$ cat src/rtl/avst_mc_packet_gen.sv
// avst_mc_packet_gen: multi-channel Avalon-ST packet generator (readyLatency 0).
// Each accepted command emits one packet on its channel. Every beat carries the
// channel's 8-bit packet sequence number and the beat index, so a sink-side
// checker can spot drops, reordering and channel mix-ups.
// Optional build macro AVST_GEN_STATS_EN adds stat_clr / stat_beats / stat_stalls.
//
// state | meaning
// IDLE  | cmd_ready high, waiting for a command
// SEND  | streaming beats of the current packet, src_valid held high
module avst_mc_packet_gen #(
    parameter int DATA_W       = 32,
    parameter int NUM_CHANNELS = 4,
    parameter int CHANNEL_W    = 2,
    parameter int LEN_W        = 8
) (
    input  logic                 clk,
    input  logic                 reset_n,
    input  logic                 cmd_valid,
    output logic                 cmd_ready,
    input  logic [CHANNEL_W-1:0] cmd_channel,
    input  logic [LEN_W-1:0]     cmd_len,
    output logic                 src_valid,
    input  logic                 src_ready,
    output logic [DATA_W-1:0]    src_data,
    output logic [CHANNEL_W-1:0] src_channel,
    output logic                 src_startofpacket,
    output logic                 src_endofpacket,
    output logic                 busy,
    output logic                 done,
    output logic                 cmd_err
`ifdef AVST_GEN_STATS_EN
    ,
    input  logic                 stat_clr,
    output logic [31:0]          stat_beats,
    output logic [31:0]          stat_stalls
`endif
);

    typedef enum logic {IDLE, SEND} state_t;

    // One extra bit so a channel count of exactly 2**CHANNEL_W still compares correctly.
    localparam logic [CHANNEL_W:0] NUM_CH = (CHANNEL_W+1)'(NUM_CHANNELS);

    state_t         state;
    logic [LEN_W:0] beat_idx;     // one bit wider than len so a full-length packet cannot wrap
    logic [LEN_W:0] len_q;
    logic [7:0]     seq [NUM_CHANNELS];

    logic           cmd_fire;
    logic           ch_ok;
    logic           xfer;
    logic [LEN_W:0] next_idx;

    assign cmd_fire = cmd_valid && cmd_ready;
    assign ch_ok    = {1'b0, cmd_channel} < NUM_CH;
    assign xfer     = src_valid && src_ready;
    assign next_idx = beat_idx + 1'b1;

    // Packet FSM with all outputs registered; src_valid depends on state only.
    always_ff @(posedge clk or negedge reset_n) begin
        if (!reset_n) begin
            state             <= IDLE;
            cmd_ready         <= 1'b1;
            src_valid         <= 1'b0;
            src_data          <= '0;
            src_channel       <= '0;
            src_startofpacket <= 1'b0;
            src_endofpacket   <= 1'b0;
            busy              <= 1'b0;
            done              <= 1'b0;
            cmd_err           <= 1'b0;
            beat_idx          <= '0;
            len_q             <= '0;
            for (int i = 0; i < NUM_CHANNELS; i++) begin
                seq[i] <= '0;
            end
        end else begin
            done    <= 1'b0;
            cmd_err <= 1'b0;
            case (state)
                IDLE: begin
                    if (cmd_fire) begin
                        if (ch_ok) begin
                            state             <= SEND;
                            cmd_ready         <= 1'b0;
                            busy              <= 1'b1;
                            src_valid         <= 1'b1;
                            src_channel       <= cmd_channel;
                            len_q             <= {1'b0, cmd_len};
                            beat_idx          <= '0;
                            src_data          <= {seq[cmd_channel], {(DATA_W-8){1'b0}}};
                            src_startofpacket <= 1'b1;
                            src_endofpacket   <= (cmd_len == '0);
                        end else begin
                            // Out-of-range channel: drop the command, touch nothing else.
                            cmd_err <= 1'b1;
                        end
                    end
                end
                SEND: begin
                    if (xfer) begin
                        if (src_endofpacket) begin
                            seq[src_channel]  <= seq[src_channel] + 8'd1;
                            state             <= IDLE;
                            cmd_ready         <= 1'b1;
                            busy              <= 1'b0;
                            src_valid         <= 1'b0;
                            done              <= 1'b1;
                            src_startofpacket <= 1'b0;
                            src_endofpacket   <= 1'b0;
                        end else begin
                            beat_idx          <= next_idx;
                            src_data          <= {seq[src_channel], (DATA_W-8)'(next_idx)};
                            src_startofpacket <= 1'b0;
                            src_endofpacket   <= (next_idx == len_q);
                        end
                    end
                end
            endcase
        end
    end

`ifdef AVST_GEN_STATS_EN
    // Saturating beat and stall counters; stat_clr wins over increment.
    always_ff @(posedge clk or negedge reset_n) begin
        if (!reset_n) begin
            stat_beats  <= '0;
            stat_stalls <= '0;
        end else if (stat_clr) begin
            stat_beats  <= '0;
            stat_stalls <= '0;
        end else begin
            if (xfer && (stat_beats != '1)) begin
                stat_beats <= stat_beats + 32'd1;
            end
            if (src_valid && !src_ready && (stat_stalls != '1)) begin
                stat_stalls <= stat_stalls + 32'd1;
            end
        end
    end
`endif

endmodule

$ cat config.mk
export PLATFORM = sky130hd
export DESIGN_NAME = avst_mc_packet_gen
export DESIGN_NICKNAME = d
export VERILOG_FILES = /design/src/rtl/avst_mc_packet_gen.sv
export SDC_FILE = /design/constraint.sdc
export NUM_CORES = 1
export LEC_CHECK = 0
export BUFFER_PORTS_ARGS = -buffer_cell sky130_fd_sc_hd__buf_2
export CORE_MARGIN = 10
export CORE_UTILIZATION = 30
export DETAILED_ROUTE_END_ITERATION = 10
export SLEW_MARGIN = 20
export SYNTH_ARGS = -nofsm -noshare
export SYNTH_HDL_FRONTEND = slang
export SYNTH_SLANG_ARGS = --single-unit
export TNS_END_PERCENT = 100
$ cat constraint.sdc
create_clock -name clk -period 3.15 [get_ports clk]
set_input_delay 0.63 -clock clk [delete_from_list [all_inputs] [get_ports clk]]
set_output_delay 0.63 -clock clk [all_outputs]
set_load 0.005 [all_outputs]
Word level (Yosys, flattened, before mapping):

Cells that the tools add are included.

* register bits after elaboration: 89
* bits in latches: 0
* bits in writable memories: 0
* bits in read-only memories: 0
* input bits: 14
* output and inout bits: 41
* memories: 0

* add/subtract/negate cells: 2
* multiply operators: 0
* divide/modulo/power cells: 0
* $lt $le $gt $ge: 3
* equality and inequality tests: 5
* shifts and indexed selects: 0
* multiplexer cells: 38
* bitwise logic cells: 3
* reductions and logical operators: 9

Operators by type and width (number)
* 2-to-1 mux 32 bit: 3
* one-hot mux 32 bit (2 select lines): 1
* 2-to-1 mux 8 bit: 5
* binary-select mux 8 bit (select 2 bit): 2
* bitwise mux 32 bit: 1
* 2-to-1 mux 9 bit: 3
* one-hot mux 9 bit (2 select lines): 1
* demux 8 bit (select 2 bit): 1
* 2-to-1 mux 1 bit: 16
* one-hot mux 1 bit (2 select lines): 5
* adder 9 x 1 -> 9 bit, second input constant: 1
* equality test 9 x 8 -> 1 bit: 1
* AND reduction 3 bit: 3
* adder 8 x 1 -> 8 bit, second input constant: 1
* zero test 8 bit: 1
* greater-or-equal comparator 3 bit, second input constant: 2
* != test 2 bit, second input constant: 3
* NOT 2 -> 3 bit: 2
* AND reduction 2 bit: 2
* logical AND 1 bit: 3
* less-than comparator 3 x 1 -> 1 bit, second input constant: 1
* != test 2 x 1 -> 1 bit, second input constant: 1
* NOT 1 bit: 1

Longest topological paths before layout:

Gate-level depths: netlist (run 1).

* word-level depth: 7
* depth in mapped cells: 7

Worst setup path after synthesis (run 1):

OpenSTA, ideal clock, no wires.

* path kind: register -> register
* from: register src_channel[0]
* to: register seq[12] (netlist name)
* library setup time: 0.134 ns
* data arrival time: 1.792 ns
* data required time: 3.016 ns
* path slack: 1.224 ns
* stages on the path, launching flop included: 7
* path buffers: 1
* cell sequence: dfrtp_1 > mux4_1 > buf_2 > ha_1 > nand2_1 > xor2_1 > a21oi_1

* cells in the longest elaborated chain, start to end: 6
* elaborated cells on any way between the ends: 11
* those cells by class: add/sub (1); order compare (2); mux (6); bitwise (1); reduce/logical (1)

Ends and longest elaborated chain
* start, declared: line 25 `output logic [CHANNEL_W-1:0] src_channel,`
* start signal, assigned: line 88 `src_channel <= cmd_channel;`
* NOT 2 -> 3 bit (not written as such) *: line 103 `seq[src_channel] <= seq[src_channel] + 8'd1;`
* binary-select mux 8 bit (select 2 bit) (tied with other cells): line 103
* 2-to-1 mux 8 bit (not written as such) / logical AND 1 bit (equally long branches): line 103
* 2-to-1 mux 8 bit (not written as such): line 103
* adder 8 x 1 -> 8 bit / demux 8 bit (select 2 bit) (equally long branches): line 103
* bitwise mux 32 bit *: line 103
* end signal, assigned by index: line 103
* end, declared: line 47 `logic [7:0] seq [NUM_CHANNELS];`

Mark *: on every way between the ends. The rest lies on a longest branch, timed or not. The select of a mux whose other input is x is not followed.
A chain may end at the register's enable or synchronous reset.

Worst setup path in the final report (run 1):

* from: register src_channel[0]
* to: register seq[20] (netlist name)

The elaborated chain is that of the path after synthesis.

==> results of run 1 <==
path summary, 6_finish.rpt:
kind | start | endpoint | slack, ns | cells past startpoint
max | src_channel[0] | seq[20] | 0.63 | 5
min | reset_n | src_data[8] | 0.36 | 1
max reg2reg | src_channel[0] | seq[20] | 0.63 | 5
min reg2reg | src_data[27] | src_data[27] | 0.47 | 2
max in group asynchronous | reset_n | cmd_ready | 2.01 | 2
min in group clk | src_data[27] | src_data[27] | 0.47 | 2
power groups by stage:
stage                     combinational (uW)  clock [uW]  sequential (uW)
after floorplan                         27.5           0              850
after global placement                  44.1           0              850
after detailed placement                44.7           0              850
after CTS                               44.7        1030              835
after global routing                    49.9        1070              835
final                                   43.5        1000              835
registers in the layout, indices dropped and copies added, names as in the netlist:
| register | count |
|---|---|
| busy | 1 |
| src_channel | 2 |
| state | 1 |
| len_q | 8 |
| seq | 32 |
| src_endofpacket | 1 |
| cmd_ready | 1 |
| beat_idx | 8 |
| done | 1 |
| src_data | 9 |
| src_startofpacket | 1 |
cell usage after synthesis (4+ instances only):
| cell type | count | area (um2) |
|---|---|---|
| sky130_fd_sc_hd__dfrtp_1 | 64 | 1600 |
| sky130_fd_sc_hd__nand2_1 | 63 | 236 |
| sky130_fd_sc_hd__nor2_1 | 32 | 120 |
| sky130_fd_sc_hd__a21oi_1 | 24 | 120 |
| sky130_fd_sc_hd__o21ai_0 | 21 | 105 |
| sky130_fd_sc_hd__buf_4 | 17 | 128 |
| sky130_fd_sc_hd__mux4_2 | 11 | 248 |
| sky130_fd_sc_hd__nand3_1 | 11 | 55.1 |
| sky130_fd_sc_hd__clkbuf_1 | 9 | 33.8 |
| sky130_fd_sc_hd__mux2i_1 | 8 | 80.1 |
| sky130_fd_sc_hd__xnor2_1 | 6 | 52.6 |
| sky130_fd_sc_hd__xor2_1 | 6 | 52.6 |
| sky130_fd_sc_hd__mux4_1 | 5 | 131 |
| sky130_fd_sc_hd__o31ai_1 | 5 | 37.5 |
| sky130_fd_sc_hd__buf_2 | 4 | 20.0 |
| sky130_fd_sc_hd__inv_1 | 4 | 15.0 |
| sky130_fd_sc_hd__mux2_2 | 4 | 45.0 |
| sky130_fd_sc_hd__nand3b_1 | 4 | 30.0 |
| sky130_fd_sc_hd__o21ai_1 | 4 | 20.0 |
per-layer routing:
metal / track usage / part of all wire / vias up
met1: 0.120 / 0.41 / 1297
li1: - / - / 1266
met2: 0.175 / 0.52 / 58
met5: 0 / 0 / -
met4: 0.0450 / 0.018 / 0
met3: 0.0289 / 0.051 / 14
metrics by stage:
step	instances	cell area (um2)
2_1_floorplan	358	3560
3_3_place_gp	516	3800
3_5_place_dp	516	3800
4_1_cts	532	4100
5_1_grt	532	4100
6_report	532	4100
final cells by class:
class | instances | share of cell area
Tap cell | 143 | 0.0436
Clock inverter | 7 | 0.0189
Clock buffer | 9 | 0.0549
Multi-Input combinational cell | 255 | 0.417
Inverter | 5 | 0.00457
Timing Repair Buffer | 48 | 0.0647
Sequential cell | 65 | 0.397
cells by family after synthesis:
logic type               count (synthesis)
AO/OA/AOI/OAI                           65
XOR/XNOR                                15
adder cells (fa/ha/maj)                  2
buffers and inverters                   38
flip-flops                              65
multiplexers                            28
other                                    1
AND/OR/NAND/NOR                        129
==> impl_summary.log, run 1 <==
[metrics] nature of the critical path endpoint: flop
[metrics] worst-path cell chain: mux4_1 > ha_1 > nand2_1 > xor2_1 > a21oi_1
[metrics] delay contributed by the slowest stage of the critical path: just over 0.8 ns
[metrics] number of inserted filler cells in the final layout: ~1200
[metrics] share of total power in sequential cells: 0.444
[metrics] wire length per cell: 15.7 um
[metrics] Die ar.: around 16000 um2
[metrics] Final Worst Setup Slack: 0.630 ns
[metrics] warning count from the yosys run: 0
[metrics] detailed-route wire length: 8340 um
[metrics] mapped cell area: 3500 um2
[metrics] buffer count from post-CTS setup fixing: 0
[metrics] Starting DRT DRC Count: between 150 and 200
[metrics] Power Dens Cells: roughly 460 nW/um2
[metrics] minimum setup slack after placement: approximately 0.69 ns
[metrics] hold bufs inserted after CTS: 0
[metrics] largest driver fanout on the critical path: 14
[metrics] fraction of final layout cells sized beyond drive strength 1: 0.231
[metrics] share of the synthesized netlist area taken by xor and xnor gates: 0.0440
[metrics] IO Pins: 55
[metrics] peak clock frequency supported by timing: ~0.40 GHz
[metrics] share of synthesized flip-flops with an asynchronous set or reset: 1.00
[metrics] fin crit period: ~2.5 ns
[metrics] share of total power in combinational logic: 0.023
[metrics] combinational family with the most area after synthesis: simple AND/OR/NAND/NOR gates
[metrics] post-synthesis instance total: approximately 340
[metrics] count of flip-flops with a built-in enable after synthesis: 0
[metrics] top library cells by usage in the layout, fill and taps aside: 64 x sky130_fd_sc_hd__dfrtp_1, 63 x sky130_fd_sc_hd__nand2_1, 38 x sky130_fd_sc_hd__buf_2, 32 x sky130_fd_sc_hd__nor2_1, 24 x sky130_fd_sc_hd__a21oi_1
[metrics] H-tree level count: 3
[metrics] residual DRC count: 0
[metrics] Die X: 128 um
[metrics] input/output buffers: 38
[metrics] kind of start point of the critical path: flop
[metrics] Slew HR: 0.508
[metrics] height of the die: between 100 and 150 um
[metrics] overall power after layout: about 1900 uW
[metrics] ys flop type: sky130_fd_sc_hd__dfrtp_1
[metrics] Std-Cell Rows: 39
[metrics] share of the yosys chip area belonging to registers: 0.465
[metrics] number of optimization iterations in the first detailed-route pass: 4
[metrics] actual slew at the worst max-slew pin: 0.739 ns
[metrics] number of diodes added for antenna fixing: 0
[metrics] Top delay family on crit path: multiplexers
[metrics] number of max-cap violations: 0
[metrics] Worst Setup Path Type: reg2reg
[metrics] RePlAce Congestion: roughly 0.78
[metrics] effective utilization at floorplan: 0.306
[metrics] outcome: finished, final reports clean
[metrics] Gates resized, CTS repair: 0
[metrics] number of hold violations in the final report: 0
[metrics] Synth Area in Compound Gates: 0.110
[metrics] Layout Utilization: 0.359
[metrics] internal power summed over all cells: ~1500 uW
[metrics] most common cell after layout, fill and taps aside: sky130_fd_sc_hd__dfrtp_1
[metrics] initial antenna violation count: 0
[metrics] global-route wire length before repair: around 14000 um
[metrics] fraction of power spent switching nets: 0.222
[metrics] number of sinks driven by the clock tree: 65
[metrics] number of failing setup endpoints in the final timing report: 0
[metrics] fraction of power consumed by the clock network: 0.533
[metrics] Net Sw Power: between 400 and 500 uW
[metrics] number of nets in the layout: 400
[metrics] leakage: 0.00202 uW
[metrics] data required time of the critical path: 3.35 ns
[metrics] Yosys cell types: 46
[metrics] via count of the first global-routing pass: 2653
[metrics] share of cell area taken by muxes after synthesis: 0.144
[metrics] pin count of the biggest net entering global routing: 33
[metrics] TritonCTS clock tree: yes
[metrics] IR drop worst, VDD: 0.283 mV
[metrics] clock tree buffer depth: 2
[metrics] area occupied by multi-input gates: roughly 1700 um2
[metrics] antenna-violating nets left: 0
[metrics] total negative slack for setup checks: 0 ns
[metrics] CTS root buf: sky130_fd_sc_hd__clkbuf_16
[metrics] P&R area growth vs syn: 17.2%
[metrics] HPWL after detailed placement: approximately 6000 um
[metrics] buffer and inverter count on the worst path: 0
[metrics] worst-path cell with the longest stage delay: sky130_fd_sc_hd__mux4_1
[metrics] class of the tightest hold or removal check: in2async
[metrics] Period Utilization, post-route: 0.800
[metrics] number of vias in the routed layout: around 2600
[metrics] adder-cell share of the synthesized area: 0.00715
[metrics] simple-gate share of the synthesized area: 0.166
[metrics] flip-flop and latch count after synthesis: 65
[metrics] unrepaired setup endpoints after global routing: no
[metrics] clock transition at the register clock pins on the worst setup and hold paths after CTS: around 0.060 ns
[metrics] Layout Skew: around 0.0043 ns
[metrics] area of the core: between 10000 and 15000 um2
[metrics] global route overflow: 0
[metrics] Hold Slack: about 0.36 ns
[metrics] CP Data Arrival Time: roughly 2.7 ns
[metrics] worst skew pair latency: roughly 0.33 ns
[metrics] number of max-slew violations in the final report: 0
[metrics] register area: 1630 um2
[metrics] number of buffers created by CTS: 9
[metrics] Post-Syn Area per Cell: ~10 um2
[metrics] total routing resource utilization after global routing: 0.104
[metrics] Vias/cell: ~5.0
No activity file was read; power rests on OpenSTA's default activity.
==> run 2: changes to the inputs <==
==> constraint.sdc (replaced) <==
create_clock -name clk -period 2.4 [get_ports clk]
set_input_delay 0.48 -clock clk [delete_from_list [all_inputs] [get_ports clk]]
set_output_delay 0.48 -clock clk [all_outputs]
set_load 0.005 [all_outputs]
==> run 2 against run 1 <==
Combinational power up 32%. Clock skew increased by 0.0022 ns. Final area increased by 1.3%. Critical path type unchanged. Clock power up 38%. Largest power group unchanged. Count of clock-buffer cells in the layout grew 2. Critical path depth down 1.
==> impl_summary.log, run 2 (synthesized netlist as in run 1, its figures left out) <==
[metrics] fraction of final layout cells sized beyond drive strength 1: 0.234
[metrics] nature of the critical path endpoint: flop
[metrics] clock tree buffer depth: 2
[metrics] summed area of non-filler cells in the final layout: 4160 um2
[metrics] number of failing setup endpoints in the final timing report: 0
[metrics] Die ar.: approximately 16000 um2
[metrics] Power Dens Cells: between 600 and 700 nW/um2
[metrics] total negative slack for setup checks: 0 ns
[metrics] Period Utilization, post-route: 0.867
[metrics] peak clock frequency supported by timing: around 0.48 GHz
[metrics] Placed Instance Area: about 3800 um2
[metrics] worst-path cell chain: mux4_1 > ha_1 > xnor2_1 > a21oi_1
[metrics] max reg flops: 32
[metrics] RePlAce Congestion: approximately 0.78
[metrics] number of vias in the routed layout: 2680
[metrics] CTS root buf: sky130_fd_sc_hd__clkbuf_16
[metrics] number of hold violations in the final report: 0
[metrics] class of the tightest hold or removal check: in2async
[metrics] pin count of the biggest net entering global routing: 42
[metrics] TritonCTS clock tree: yes
[metrics] global route overflow: 0
[metrics] height of the die: between 100 and 150 um
[metrics] Die X: between 100 and 150 um
[metrics] delay contributed by the slowest stage of the critical path: about 0.68 ns
[metrics] outcome: finished, final reports clean
[metrics] number of sinks driven by the clock tree: 65
[metrics] H-tree level count: 3
[metrics] kind of start point of the critical path: flop
[metrics] Layout Utilization: 0.364
[metrics] clock transition at the register clock pins on the worst setup and hold paths after CTS: ~0.060 ns
[metrics] input/output buffers: 38
[metrics] actual slew at the worst max-slew pin: ~0.57 ns
[metrics] Vias/cell: 5.00
[metrics] number of inserted filler cells in the final layout: around 1200
[metrics] P&R area growth vs syn: 18.7%
[metrics] Gates resized, CTS repair: 0
[metrics] area of the core: about 11000 um2
[metrics] Starting DRT DRC Count: 170
[metrics] CP Data Arrival Time: 2.29 ns
[metrics] Top delay family on crit path: multiplexers
[metrics] Std-Cell Rows: 39
[metrics] initial antenna violation count: 0
[metrics] top library cells by usage in the layout, fill and taps aside: 64 x sky130_fd_sc_hd__dfrtp_1, 63 x sky130_fd_sc_hd__nand2_1, 38 x sky130_fd_sc_hd__buf_2, 32 x sky130_fd_sc_hd__nor2_1, 24 x sky130_fd_sc_hd__a21oi_1
[metrics] most common cell after layout, fill and taps aside: sky130_fd_sc_hd__dfrtp_1
[metrics] HPWL after detailed placement: 6410 um
[metrics] Hold Slack: 0.142 ns
[metrics] Layout Skew: 0.00654 ns
[metrics] worst-path cell with the longest stage delay: sky130_fd_sc_hd__mux4_1
[metrics] number of nets in the layout: 404
[metrics] number of diodes added for antenna fixing: 0
[metrics] buffer count from post-CTS setup fixing: 0
[metrics] detailed-route wire length: 8570 um
[metrics] number of max-slew violations in the final report: 0
[metrics] Slew HR: 0.618
[metrics] fin crit period: approximately 2.1 ns
[metrics] worst skew pair latency: 0.33 ns
[metrics] number of optimization iterations in the first detailed-route pass: 4
[metrics] antenna-violating nets left: 0
[metrics] final cell count without fillers: 536
[metrics] largest driver fanout on the critical path: 6
[metrics] via count of the first global-routing pass: 2735
[metrics] effective utilization at floorplan: 0.306
[metrics] unrepaired setup endpoints after global routing: no
[metrics] Most flops, register: seq
[metrics] total routing resource utilization after global routing: 0.107
[metrics] IR drop worst, VDD: approximately 0.69 mV
[metrics] data required time of the critical path: 2.60 ns
[metrics] Largest regs: seq x32, src_data x9
[metrics] residual DRC count: 0
[metrics] number of placed instances, taps included: 520
[metrics] number of max-cap violations: 0
[metrics] leakage: a little over 0.002 uW
[metrics] hold bufs inserted after CTS: 0
[metrics] IO Pins: 55
[metrics] wire length per cell: ~16 um
[metrics] Worst Setup Path Type: reg2reg
[metrics] reg-to-reg setup timing slack: roughly 0.32 ns
[metrics] buffer and inverter count on the worst path: 0
[metrics] global-route wire length before repair: 14200 um
[metrics] number of buffers created by CTS: 9
-- run 2: cell count changes in the layout (fill, tap and decap cells not counted) --
| cell | change |
|---|---|
| sky130_fd_sc_hd__clkinvlp_4 | +1 |
| sky130_fd_sc_hd__clkinv_4 | -2 |
| sky130_fd_sc_hd__buf_12 | +1 |
| sky130_fd_sc_hd__inv_6 | -2 |
| sky130_fd_sc_hd__buf_4 | +3 |
| sky130_fd_sc_hd__bufinv_16 | +1 |
| sky130_fd_sc_hd__clkbuf_1 | +2 |
-- run 2: area by class of cell --
cell class                      instances  area, um2  area share
Timing Repair Buffer                   52        308      0.0741
Multi-Input combinational cell        255       1710       0.411
Tap cell                              143        179      0.0431
Clock inverter                          5       80.1      0.0193
Clock buffer                           11        233      0.0560
Inverter                                5       18.8     0.00452
Sequential cell                        65       1630       0.392
-- run 2: layer usage --
| layer | vias to the layer above | track usage | part of all wire |
|---|---|---|---|
| li1 | 1277 | - | - |
| met1 | 1328 | 0.127 | 0.43 |
| met2 | 63 | 0.182 | 0.52 |
| met3 | 12 | 0.0248 | 0.041 |
| met4 | 0 | 0.0444 | 0.015 |
| met5 | - | 0 | 0 |
-- run 2: where the power goes --
part           switching, uW  internal [uW]
Clock                    471            907
Combinational           41.0           16.3
Sequential                 0           1100
-- run 2: final timing paths --
check,start,end,cells after the start
setup / recovery,src_channel[0],seq[26],4
hold / removal,reset_n,seq[20],1
setup reg to reg,src_channel[0],seq[26],4
hold reg to reg,src_data[27],src_data[27],2
max in group asynchronous,reset_n,cmd_ready,2
min in group clk,cmd_len[3],len_q[3],3
-- run 2: through the flow --
| step | total power (uW) | worst slack, ns |
|---|---|---|
| finish | 2530 | 0.318 |
| global route | 2610 | 0.201 |
| CTS | 2570 | 0.303 |
| detailed placement | 1170 | 0.320 |
| global placement | 1170 | 0.393 |
| floorplan | 1150 | 0.474 |
